### src/rtl/undo_stack_ctrl.sv
// undo_stack_ctrl: arbitrated 16-entry undo buffer with commit > pop > push priority and an independent peek port
module undo_stack_ctrl #(
  parameter int WIDTH = 16,
  parameter int AW = 4
) (
  input  logic             clk,
  input  logic             reset,
  input  logic             push_req,
  input  logic [WIDTH-1:0] push_data,
  output logic             push_ack,
  input  logic             pop_req,
  output logic             pop_ack,
  output logic [WIDTH-1:0] pop_data,
  output logic             pop_valid,
  input  logic             peek_req,
  input  logic [AW-1:0]    peek_off,
  output logic [WIDTH-1:0] peek_data,
  output logic             peek_valid,
  output logic             peek_miss,
  input  logic             commit,
  output logic [AW-1:0]    sp,
  output logic [AW:0]      count,
  output logic             full,
  output logic             empty,
  output logic             overflow,
  output logic             underflow
);
  localparam int DEPTH = 2 ** AW;
  logic [WIDTH-1:0] r_mem [DEPTH];
  logic [AW-1:0] r_sp;
  logic [AW:0] r_count;
  logic w_pop_grant, w_push_grant;
  logic [AW-1:0] w_top, w_peek_addr;
  assign w_top = r_sp - AW'(1);
  assign w_peek_addr = w_top - peek_off;
  assign full = r_count == (AW+1)'(DEPTH);
  assign empty = r_count == '0;
  assign w_pop_grant = ~reset & ~commit & pop_req & ~empty;
  assign w_push_grant = ~reset & ~commit & ~pop_req & push_req;
  assign pop_ack = w_pop_grant;
  assign push_ack = w_push_grant;
  assign sp = r_sp;
  assign count = r_count;
  // storage is deliberately left out of reset
  always_ff @(posedge clk)
    if (w_push_grant) r_mem[r_sp] <= push_data;
  always_ff @(posedge clk) begin
    if (reset) begin
      r_sp       <= '0;
      r_count    <= '0;
      overflow   <= 1'b0;
      underflow  <= 1'b0;
      pop_valid  <= 1'b0;
      pop_data   <= '0;
      peek_valid <= 1'b0;
      peek_miss  <= 1'b0;
      peek_data  <= '0;
    end else begin
      pop_valid  <= w_pop_grant;
      if (w_pop_grant) pop_data <= r_mem[w_top];
      peek_valid <= peek_req;
      peek_miss  <= peek_req & ({1'b0, peek_off} >= r_count);
      if (peek_req) peek_data <= r_mem[w_peek_addr];
      if (commit) begin
        r_sp      <= '0;
        r_count   <= '0;
        overflow  <= 1'b0;
        underflow <= 1'b0;
      end else if (pop_req) begin
        if (w_pop_grant) begin
          r_sp    <= w_top;
          r_count <= r_count - (AW+1)'(1);
        end else underflow <= 1'b1;
      end else if (push_req) begin
        r_sp <= r_sp + AW'(1);
        if (full) overflow <= 1'b1;
        else r_count <= r_count + (AW+1)'(1);
      end
    end
  end
endmodule

### config.mk
export PLATFORM = sky130hd
export DESIGN_NAME = undo_stack_ctrl
export DESIGN_NICKNAME = d
export VERILOG_FILES = /design/src/rtl/undo_stack_ctrl.sv
export SDC_FILE = /design/constraint.sdc
export NUM_CORES = 1
export LEC_CHECK = 0
export CELL_PAD_IN_SITES_DETAIL_PLACEMENT = 0
export CELL_PAD_IN_SITES_GLOBAL_PLACEMENT = 1
export CORE_UTILIZATION = 47
export CTS_CLUSTER_DIAMETER = 30
export DETAILED_ROUTE_END_ITERATION = 7
export PLACE_DENSITY = 0.75
export SLEW_MARGIN = 20
export SYNTH_ARGS = -nofsm -noshare
export SYNTH_HDL_FRONTEND = slang
export SYNTH_SLANG_ARGS = --single-unit
export TNS_END_PERCENT = 1
### constraint.sdc
create_clock -name clk -period 3.7 [get_ports clk]
set_clock_uncertainty 0.05 [all_clocks]
set_input_delay 0.74 -clock clk [delete_from_list [all_inputs] [get_ports clk]]
set_output_delay 0.74 -clock clk [all_outputs]
set_load 0.02 [all_outputs]
After elaboration in Yosys (flattened, before gate mapping) --
Memory sizes are Yosys's and may differ from the RTL's. A register that Yosys moved wholly into a read port is not among the register bits. Cells that the tools add are included.
Storage, ports and cells: register bits after elaboration 14, word-level logic and storage cells 44, memory bits (writable) 256, memories 1
Memory list:
- r_mem | depth 16, width 16, read ports 2, clocked after memory_dff 2, write ports 1, line 29 | logic [WIDTH-1:0] r_mem [DEPTH];
Operators by class: bitwise gates (word level) 11, magnitude comparators 1, muxes and demuxes 9, reductions and logical operators 7, equal/unequal tests 3, $add $sub $neg 5
Operator list (number):
- $mux 5 | 4
- $mux 4 | 3
- $and 1x1->1 | 6
- $reduce_and 3->1 | 2
- $add 5x1->5 const B | 1
- $eq 5x5->1 const B | 1
- $ge 4x5->1 | 1
- $logic_not 5->1 | 1
- $not 1->1 | 5
- $sub 5x1->5 const B | 1
- $add 4x1->4 const B | 1
- $reduce_and 2->1 | 2
- $sub 4x1->4 const B | 1
- $sub 4x4->4 | 1
- $mux 1 | 2
- $ne 2x1->1 const B | 1
- $ne 2x2->1 const B | 1
- $reduce_bool 2->1 | 1
- $reduce_or 2->1 | 1

Logic depth before layout (Yosys ltp) --
depth after elaboration 6, depth in mapped cells 15, depth with buffers taken out 10

Worst setup path before layout --
OpenSTA, ideal clock, no wires.
path kind register -> register, start point register r_sp[0] (netlist: sp[0]), end point register peek_data[10], read port of r_mem, setup slack -418 ps, required time 3528 ps, arrival 3946 ps, period minus slack after synthesis 4118 ps, cell stages (with the launch flop) 15, path buffers 6, library setup time 122 ps, cells stage by stage dfxtp_1 -> buf_6 -> buf_6 -> buf_6 -> inv_2 -> ha_1 -> xnor2_2 -> buf_6 -> inv_2 -> ha_1 -> xor2_2 -> buf_4 -> clkbuf_1 -> mux2_2 -> a311o_1
Between the ends: longest elaborated chain between the ends 2
RTL lines:
- from (decl) | line 30 | logic [AW-1:0] r_sp;
- from (signal assigned) | line 71 | r_sp <= w_top;
- from (signal assigned) | line 75 | r_sp <= r_sp + AW'(1);
- $sub 4x1->4 | line 34 | assign w_top = r_sp - AW'(1);
- $sub 4x4->4 | line 35 | assign w_peek_addr = w_top - peek_off;
- to (decl) | line 17 | output logic [WIDTH-1:0] peek_data,
No other way between the ends. A chain may end at the register's enable or synchronous reset.

Worst setup path after layout --
start point input reset, end point output pop_ack
Between the ends: longest elaborated chain between the ends 4
RTL lines:
- from (decl) | line 7 | input logic reset,
- $not 1->1 | line 38 | assign w_pop_grant = ~reset & ~commit & pop_req & ~empty;
- $and 1x1->1 (3 in series) | line 38
- to (decl) | line 12 | output logic pop_ack,
No other way between the ends.

==> impl_metrics.json <==
{
  "worstSetupPathType": "in2out",
  "die_x_um": 175,
  "dieArea_sq_um": 30700,
  "tightest_slew_ns": 0.797,
  "clockBufferDepth": 3,
  "peakVddDrop_mv": 0.296,
  "ys_seq_elements": 302,
  "cts_tree": "yes",
  "post_cts_buffers": 0,
  "avgSynthCellArea_sq_um": 18.2,
  "wire_per_inst_um": 26.1,
  "hold_viol": 0,
  "fillers": 2182,
  "cap_violations": 0,
  "diodes": 0,
  "synth_cell_types": 44,
  "drive_above_1_share_pct": 35.1,
  "path_max_fanout": 7,
  "drv_slew": 0,
  "cts_buffers": 54,
  "hold_path.class": "reg2reg",
  "setup_slack_ns": 0.415,
  "grt_pass1_wl_um": 53800,
  "final_nets": 972,
  "synth-seq-area-share_pct": 61.0,
  "start_util_pct": 47.8,
  "area_growth_pct": 24.8,
  "yosysTopAreaCellShare_pct": 54.4,
  "vias_per_cell": 6.00,
  "yosys_warnings": 0,
  "p_leak_nw": 5.96,
  "synth-async-reset-ratio_pct": 0,
  "setup-violations-final": 0,
  "cts.sinks": 302,
  "fmax_mhz": 304,
  "yosys.area.top_type": "edfxtp_1",
  "ys_top_cells_by_area": "edfxtp_1 54%, mux4_2 20%, dfxtp_1 6.5%, mux2i_1 4.7%, ha_1 1.3%",
  "drt_iter0_drc": 767,
  "timing.final.crit_share_pct": 88.8,
  "syn_nets": 821,
  "grt_max_degree": 41,
  "synth_edf_count": 256,
  "fp.coreArea_sq_um": 29600,
  "vias": 8176,
  "drt.antenna.violating_nets": 0,
  "dpl.hpwl_um": 22500,
  "fin_crit_ns": 3.29,
  "synthFlopType": "edfxtp_1",
  "grt_util_all_layers_pct": 24.1,
  "first_pass_iters": 5,
  "io_pins": 76,
  "end_kind": "output port",
  "die_h_um": 175,
  "port_buffers": 75,
  "root_buffer": "clkbuf_16",
  "clk_pin_slew_worst_paths_ns": 0.05,
  "cp.arrival_ns": 2.50,
  "rsz0062_at_grt": "false",
  "start_kind": "primary input",
  "power.density_nw_per_um2": 588,
  "drcViolationCount": 0,
  "routed_wl_um": 35600,
  "relSlewSlack_pct": 46.9,
  "cts_resized": 0,
  "worstPathRequired_ns": 2.91,
  "status": "finished, final reports clean",
  "whs_ns": 0.410,
  "place.gp.congestion": 0.762,
  "first_global_vias": 8761,
  "clk_latency_ns": 0.55,
  "overflow": 0,
  "place_ws_ns": -0.0301,
  "rows": 63,
  "syn-cell-area_sq_um": 14100,
  "hold_buffers": 0,
  "htreeDepth": 2,
  "antenna_found_initial": 1,
  "syn_inst": 778
}
[synth_stat cells, types with 11 or more instances]
| cell | count |
|---|---|
| buf_2 | 14 |
| nor3_2 | 14 |
| dfxtp_1 | 46 |
| nor2_1 | 24 |
| nor3b_1 | 16 |
| mux4_2 | 128 |
| ha_1 | 15 |
| nand2_1 | 25 |
| edfxtp_1 | 256 |
| clkbuf_1 | 23 |
| nand2b_1 | 21 |
| o21ai_1 | 19 |
| inv_1 | 11 |
| mux2i_1 | 66 |
| mux2_2 | 16 |
| a311o_1 | 16 |
[worst max-delay path, cell delays in order]
cell and delay [ns]:
clkdlybuf4s50_1 0.42, or2_1 0.35, a211oi_4 0.32, clkdlybuf4s50_1 0.66
[cells in the final DEF, fill, tap and decap left out, types with 4 or more instances in the layout]
master | netlist | final
mux2i_1 | 66 | 66
mux4_2 | 128 | 128
edfxtp_1 | 256 | 256
ha_1 | 15 | 13
nor3_2 | 14 | 18
mux2_2 | 16 | 16
clkbuf_16 | 0 | 54
clkbuf_8 | 0 | 4
clkinvlp_4 | 0 | 7
xnor2_1 | 4 | 4
nand2b_1 | 21 | 21
clkinv_2 | 0 | 6
clkinv_4 | 0 | 5
a311o_1 | 16 | 16
buf_4 | 4 | 66
a21oi_1 | 7 | 7
o21ai_1 | 19 | 19
clkbuf_1 | 23 | 4
clkinv_1 | 1 | 6
dfxtp_1 | 46 | 45
bufinv_16 | 0 | 6
nor2_1 | 24 | 24
nand2_1 | 25 | 25
inv_6 | 0 | 6
a21o_1 | 4 | 4
clkdlybuf4s50_1 | 0 | 75
nor3b_1 | 16 | 16
inv_1 | 11 | 11
buf_12 | 0 | 8
[state kept, by name, summed over array words and instances (netlist names)]
register	flops
peek_data	16
count	5
r_mem	256
sp	4
pop_data	16
underflow	1
peek_valid	1
peek_miss	1
pop_valid	1
overflow	1
[path summary, 6_finish.rpt]
kind	start	endpoint	slack [ns]	depth (start not counted)
max	reset	pop_ack	0.41	4
min	pop_data[13]	pop_data[13]	0.41	2
max reg2reg	sp[1]	pop_data[1]	0.54	8
min reg2reg	pop_data[13]	pop_data[13]	0.41	2
[power by group]
part           switching (W)  internal [W]
combinational       0.000826      0.000846
sequential         0.0000490       0.00376
clock                0.00169       0.00319
[cells by family after synthesis]
logic type	Yosys count	share of synthesized area (%)
buffers and inverters	69	2.54
xor gates and xnor gates	11	1.04
muxes	210	26.4
adders and majority gates	17	1.61
DFF	302	61.0
and+or+nand+nor	116	4.82
AOI/OAI and AO/OA	53	2.66
[layer usage]
metal	vias up	share of wire (%)	global-route usage, %
li1	3506	-	-
met1	4234	40	31.7
met3	81	7.5	4.05
met5	-	0.034	0
met2	353	50	40.4
met4	2	2.9	9.24
[cell type report]
type,instances,area [sq um],area share [%]
sequential,302,8610,48.9
multi-input combinational,407,5220,29.6
clock buffer,62,1420,8.07
timing repair buffer,149,1410,7.98
tap,390,488,2.77
clock inverter,38,417,2.37
inverter,15,56.3,0.320
[through the flow]
stage / utilization [%] / setup TNS [ns] / cell area [sq um] / total power, W / instances
6_report: 59.6 / 0 / 17600 / 0.0104 / 1363
3_3_place_gp: 53.4 / -0.00647 / 15800 / 0.00552 / 1263
5_1_grt: 59.6 / 0 / 17600 / 0.0107 / 1363
4_1_cts: 59.6 / 0 / 17600 / 0.0104 / 1363
3_5_place_dp: 53.4 / -0.0850 / 15800 / 0.00555 / 1263
2_1_floorplan: - / 0 / 14100 / 0.00496 / 778
Note: power is estimated with default switching activity, not from simulation.
